**src/rtl/mux_frame_mapper.sv**
```systemverilog
// mux_frame_mapper: byte-interleaves NUM_CH AXIS clients into a NUM_ROWS x NUM_COLS frame with
// in-line FAS / MFAS / CRC-8 / fill-bitmap overhead. Define MUX_MAP_MFAS_EN for the multiframe counter.

module mux_frame_lane #(
  parameter logic [7:0] FILL_BYTE = 8'h00
) (
  input  logic       sel,
  input  logic       load,
  input  logic       vld,
  input  logic [7:0] data,
  output logic       req,
  output logic       fill,
  output logic [7:0] byte_o
);
  // A starved slot is padded instead of stalling the frame; req stays low-impact since vld is low.
  always_comb begin
    req    = load & sel;
    fill   = sel & ~vld;
    byte_o = 8'h00;
    if (sel) byte_o = vld ? data : FILL_BYTE;
  end
endmodule

module mux_frame_mapper #(
  parameter int         NUM_CH    = 2,
  parameter int         NUM_ROWS  = 4,
  parameter int         NUM_COLS  = 1040,
  parameter int         OH_COLS   = 16,
  parameter int         FAS_LEN   = 6,
  parameter logic [7:0] FILL_BYTE = 8'h00
) (
  input  logic                  i_clk,
  input  logic                  i_rst_n,
  input  logic [8*NUM_CH-1:0]   i_pyld_data,
  input  logic [NUM_CH-1:0]     i_pyld_data_valid,
  output logic [NUM_CH-1:0]     o_pyld_data_req,
  input  logic                  i_hold,
  output logic [7:0]            o_frame_data,
  output logic                  o_frame_data_valid,
  output logic                  o_frame_data_fas,
  input  logic                  i_line_ready,
  output logic [7:0]            o_crc_val,
  output logic                  o_frame_done
);
  localparam int CW = (NUM_COLS > 1) ? $clog2(NUM_COLS) : 1;
  localparam int RW = (NUM_ROWS > 1) ? $clog2(NUM_ROWS) : 1;
  localparam int HW = (NUM_CH   > 1) ? $clog2(NUM_CH)   : 1;

  logic [CW-1:0]     col_q, col_d;
  logic [RW-1:0]     row_q, row_d;
  logic [HW-1:0]     ch_q, ch_d;
  logic [7:0]        crc_q, crc_d, crc_st_q, crc_st_d, crc_nxt;
  logic [NUM_CH-1:0] fill_q, fill_d, fill_st_q, fill_st_d, fill_nxt;
  logic [7:0]        data_q, data_d;
  logic              vld_q, vld_d, fas_q, fas_d;

  logic              load, col_last, row_last, frame_last, is_pyld;
  logic [NUM_CH-1:0] sel, lane_req, lane_fill;
  logic [NUM_CH-1:0][7:0] lane_byte;
  logic [7:0]        pyld_byte, oh_byte, mfas;

  function automatic logic [7:0] crc8_upd(input logic [7:0] c, input logic [7:0] b);
    logic [7:0] r;
    r = c ^ b;
    for (int i = 0; i < 8; i++) r = r[7] ? ({r[6:0], 1'b0} ^ 8'h07) : {r[6:0], 1'b0};
    return r;
  endfunction

  assign load       = ~i_hold & (~vld_q | i_line_ready);
  assign col_last   = (col_q == CW'(NUM_COLS - 1));
  assign row_last   = (row_q == RW'(NUM_ROWS - 1));
  assign frame_last = col_last & row_last;
  assign is_pyld    = (col_q >= CW'(OH_COLS));

  // ch_q tracks (col-OH_COLS) mod NUM_CH incrementally so no divider is needed.
  for (genvar g = 0; g < NUM_CH; g++) begin : g_lane
    assign sel[g] = is_pyld & (ch_q == HW'(g));
    mux_frame_lane #(.FILL_BYTE(FILL_BYTE)) u_lane (
      .sel    (sel[g]),
      .load   (load),
      .vld    (i_pyld_data_valid[g]),
      .data   (i_pyld_data[8*g +: 8]),
      .req    (lane_req[g]),
      .fill   (lane_fill[g]),
      .byte_o (lane_byte[g])
    );
  end

  always_comb begin
    pyld_byte = 8'h00;
    for (int i = 0; i < NUM_CH; i++) pyld_byte = pyld_byte | lane_byte[i];
  end

`ifdef MUX_MAP_MFAS_EN
  logic [7:0] mfas_q, mfas_d;
  always_comb begin
    mfas_d = mfas_q;
    if (load & frame_last) mfas_d = mfas_q + 8'd1;
  end
  always_ff @(posedge i_clk or negedge i_rst_n) begin
    if (!i_rst_n) mfas_q <= 8'h00;
    else          mfas_q <= mfas_d;
  end
  assign mfas = mfas_q;
`else
  assign mfas = 8'h00;
`endif

  always_comb begin
    oh_byte = 8'h00;
    if (row_q == '0) begin
      if (col_q < CW'(FAS_LEN / 2))       oh_byte = 8'hF6;
      else if (col_q < CW'(FAS_LEN))      oh_byte = 8'h28;
      else if (col_q == CW'(FAS_LEN))     oh_byte = mfas;
      else if (col_q == CW'(FAS_LEN + 1)) oh_byte = crc_st_q;
      else if (col_q == CW'(FAS_LEN + 2)) oh_byte = 8'(fill_st_q);
    end
  end

  always_comb begin
    col_d     = col_q;
    row_d     = row_q;
    ch_d      = ch_q;
    crc_d     = crc_q;
    fill_d    = fill_q;
    crc_st_d  = crc_st_q;
    fill_st_d = fill_st_q;
    data_d    = data_q;
    vld_d     = vld_q;
    fas_d     = fas_q;
    crc_nxt   = is_pyld ? crc8_upd(crc_q, pyld_byte) : crc_q;
    fill_nxt  = fill_q | lane_fill;
    if (load) begin
      data_d = is_pyld ? pyld_byte : oh_byte;
      vld_d  = 1'b1;
      fas_d  = (row_q == '0) && (col_q == '0);
      crc_d  = crc_nxt;
      fill_d = fill_nxt;
      if (is_pyld) ch_d = (ch_q == HW'(NUM_CH - 1)) ? '0 : ch_q + 1'b1;
      if (col_last) begin
        col_d = '0;
        ch_d  = '0;
        row_d = row_last ? '0 : row_q + 1'b1;
      end else begin
        col_d = col_q + 1'b1;
      end
      // Frame boundary: publish CRC/bitmap for the next frame's overhead, restart accumulation.
      if (frame_last) begin
        crc_st_d  = crc_nxt;
        fill_st_d = fill_nxt;
        crc_d     = 8'h00;
        fill_d    = '0;
      end
    end else if (i_line_ready) begin
      vld_d = 1'b0;
    end
  end

  always_ff @(posedge i_clk or negedge i_rst_n) begin
    if (!i_rst_n) begin
      col_q     <= '0;
      row_q     <= '0;
      ch_q      <= '0;
      crc_q     <= 8'h00;
      fill_q    <= '0;
      crc_st_q  <= 8'h00;
      fill_st_q <= '0;
      data_q    <= 8'h00;
      vld_q     <= 1'b0;
      fas_q     <= 1'b0;
    end else begin
      col_q     <= col_d;
      row_q     <= row_d;
      ch_q      <= ch_d;
      crc_q     <= crc_d;
      fill_q    <= fill_d;
      crc_st_q  <= crc_st_d;
      fill_st_q <= fill_st_d;
      data_q    <= data_d;
      vld_q     <= vld_d;
      fas_q     <= fas_d;
    end
  end

  assign o_pyld_data_req    = lane_req;
  assign o_frame_data       = data_q;
  assign o_frame_data_valid = vld_q;
  assign o_frame_data_fas   = fas_q;
  assign o_crc_val          = crc_st_q;
  assign o_frame_done       = load & frame_last;

endmodule

```
**config.mk**
```make
export PLATFORM = sky130hd
export DESIGN_NAME = mux_frame_mapper
export DESIGN_NICKNAME = d
export VERILOG_FILES = /design/src/rtl/mux_frame_mapper.sv
export SDC_FILE = /design/constraint.sdc
export NUM_CORES = 1
export LEC_CHECK = 0
export CORE_MARGIN = 3
export CORE_UTILIZATION = 55
export DETAILED_ROUTE_END_ITERATION = 16
export GPL_TIMING_DRIVEN = 0
export PLACE_DENSITY = 0.77
export SYNTH_ARGS = -nofsm -noshare
export SYNTH_HDL_FRONTEND = slang
export SYNTH_SLANG_ARGS = --single-unit
```
**constraint.sdc**
```tcl
create_clock -name i_clk -period 5.2 [get_ports i_clk]
set_clock_uncertainty 0.2 [all_clocks]
set_input_delay 1.04 -clock i_clk [delete_from_list [all_inputs] [get_ports i_clk]]
set_output_delay 1.04 -clock i_clk [all_outputs]
set_load 0.02 [all_outputs]
```
==> results.py <==
metrics = {
    "run": {
        "drv_cap": 0,
    },
    "setup_path": {
        "crit-reg2reg-launch": "col_q[5]",
        "cp_slowest_stage_delay_ps": 610,
        "cp_max_fo": 9,
        "worstPathCellList": "clkdlybuf4s50_1 -> nand2b_1 -> and2_1 -> clkbuf_1 -> nand2_1 -> nor2_2 -> nand2_2 -> inv_2 -> clkdlybuf4s50_1",
        "crit_path_start": "i_line_ready",
        "crit_path_frequent_cell": "clkdlybuf4s50_1",
        "crit_arrival_ps": 3530,
        "slowest_stage": "clkdlybuf4s50_1",
        "critPathKind": "input port to output port",
        "end_kind": "output port",
        "crit_required_ps": 3960,
        "cp-start-kind": "input port",
    },
    "floorplan": {
        "start_util": 0.574,
        "fp-row-count": 26,
        "dieArea_um2": 6280,
        "die_y_um": 79.3,
        "io_pins": 43,
        "core_area_um2": 5140,
        "dieWidth_um": 79.3,
    },
    "sta": {
        "drv_slew": 0,
        "relSlewSlack": 0.632,
        "hold_violations": 0,
        "fin_crit_ps": 4770,
        "finalSetupViolCount": 0,
        "rsz0062_at_grt": "false",
        "period_share": 0.917,
        "worst-slew-pin-transition_ps": 547,
        "final.setup.tns_ps": 0,
        "fmax_ghz": 0.210,
    },
    "place": {
        "placedCellCount": 448,
        "gp_congestion": 0.929,
        "io_buffer_count": 41,
        "hpwl_um": 6300,
    },
    "synth": {
        "yosysWarnings": 0,
        "synth_edf_count": 0,
        "yosysUniqueCellTypes": 55,
        "yosysTopAreaCell": "dfrtp_1",
        "synth.net_count": 362,
        "synth_top_area_frac": 0.373,
        "synth-main-ff-cell": "dfrtp_1",
        "async_flop_share": 1.00,
        "syn_area_um2": 2950,
        "ys_seq_area_frac": 0.373,
        "synthTopCellsByArea": "dfrtp_1 37%, xnor2_1 6.8%, nand2_1 5.5%, o21ai_0 3.6%, a21oi_1 2.7%",
        "ys_ff_latch": 44,
        "netlist_instances": 336,
        "syn_area_per_cell_um2": 8.79,
    },
    "cts": {
        "root_buffer": "clkbuf_8",
        "cts.htree.levels": 2,
        "cts_tree": "built",
        "postCtsSetupRepairBufs": 0,
        "numCtsBuffers": 5,
        "hold_buffers": 0,
        "cts_buffer_depth": 2,
        "post_cts_resized": 0,
        "path_clk_slew_ps": 90,
        "clk_latency_ps": 310,
        "cts.sinks": 44,
    },
    "worst_hold_path": {
        "hold_path.class": "register to register",
        "hp-start": "o_frame_data[3]",
    },
    "global_route": {
        "antenna_found_initial": 0,
        "grtUsageTotal": 0.277,
        "grt_pass1_wl_um": 13500,
        "grt_start_max_net_pins": 26,
        "grt_overflow": 0,
        "grt_pass1_vias": 2747,
    },
    "layout": {
        "diodes": 0,
        "fin_nets": 411,
        "fillers": 469,
        "syn_to_final_growth_pct": 21.3,
        "final_cells": 456,
        "final_cell_mix": "44 x dfrtp_1, 43 x nand2_1, 40 x clkdlybuf4s50_1, 23 x xnor2_1, 21 x o21ai_0",
        "drive_above_1_share": 0.0803,
        "final_common_cell": "dfrtp_1",
    },
    "route": {
        "drc_errors": 0,
        "postRouteAntennaNets": 0,
        "wl_per_cell_um": 17.8,
        "drt_iter0_markers": 205,
        "wl_um": 8130,
        "vias_per_cell": 6.22,
        "dr.pass1.iters": 5,
        "num_vias": 2836,
    },
    "pwr": {
        "p_leak_nw": 1.50,
        "ir_worst_vdd_uv": 337,
        "p_per_area_nw_per_um2": 502,
    },
    "run_status": {
        "status": "completed",
    },
}
==> cells in the mapped netlist (5+ instances only) <==
cell type	count
o221ai_1	5
xor2_1	5
inv_1	8
nor2b_1	8
a22oi_1	6
xnor2_1	23
a21o_1	5
o211ai_1	5
and2_1	6
clkbuf_1	10
nand3_1	7
and3_1	7
o21a_1	5
nor2_1	19
nand2_1	43
a31oi_1	7
nor3_1	6
a21oi_1	16
o21ai_0	21
dfrtp_1	44
==> worst max-delay path, delay by kind of cell <==
kind / cells / cell delay [ps]
simple gates: 5 / 980
buf+inv: 4 / 1500
==> cells by family after synthesis <==
group                      share of synthesized area
and+or+nand+nor                                0.242
AOI/OAI and AO/OA                              0.220
DFF                                            0.373
xor gates and xnor gates                      0.0983
buffers and inverters                         0.0394
adders and majority gates                     0.0169
muxes                                         0.0106
==> final cells by class <==
cell class	count	area, um2	area share
buffer	17	82.6	0.0231
clock buffer	5	68.8	0.0192
clock inverter	3	46.3	0.0129
inverter	9	33.8	0.00943
multi-input combinational	266	1740	0.485
sequential	44	1100	0.307
tap	70	87.6	0.0245
timing repair buffer	42	425	0.119
==> path summary, 6_finish.rpt <==
check	endpoint	slack (ps)	depth (start not counted)
max reg2reg	o_crc_val[2]	2710	7
min in group asynchronous	fill_st_q[1]	470	1
min	o_frame_data[3]	290	2
max	o_frame_done	430	9
min reg2reg	o_frame_data[3]	290	2
max in group asynchronous	crc_q[4]	3820	2
==> stage by stage <==
stage | power, mW | area [um2] | util | hold WS, ps | worst slack, ps
finish | 1.80 | 3580 | 0.697 | 290 | 429
global route | 1.93 | 3580 | 0.697 | 315 | 241
CTS | 1.79 | 3580 | 0.697 | 293 | 446
detailed placement | 1.51 | 3470 | 0.674 | 270 | 449
global placement | 1.48 | 3450 | 0.671 | 264 | 471
floorplan | 1.23 | 2950 | - | 250 | 1840
==> routing by layer <==
metal,share of wire,wire length [um],GRT usage
met5,0,0,0
met3,0.069,562,0.0544
met2,0.46,3760,0.443
met4,0.036,291,0.112
met1,0.43,3520,0.369
==> registers in the layout, summed over array words and instances (netlist names) <==
name / cells
col_q: 11
fill_st_q: 2
crc_q: 8
row_q: 2
o_crc_val: 8
o_frame_data_valid: 1
o_frame_data: 8
ch_q: 1
o_frame_data_fas: 1
fill_q: 2
==> power breakdown <==
part / internal (mW) / switching [mW] / leakage, nW
Combinational: 0.447 / 0.580 / 0.884
Clock: 0.145 / 0.130 / 0.0548
Sequential: 0.419 / 0.0786 / 0.565
Total: 1.01 / 0.788 / 1.50
Power figures use the tool's default switching activity.
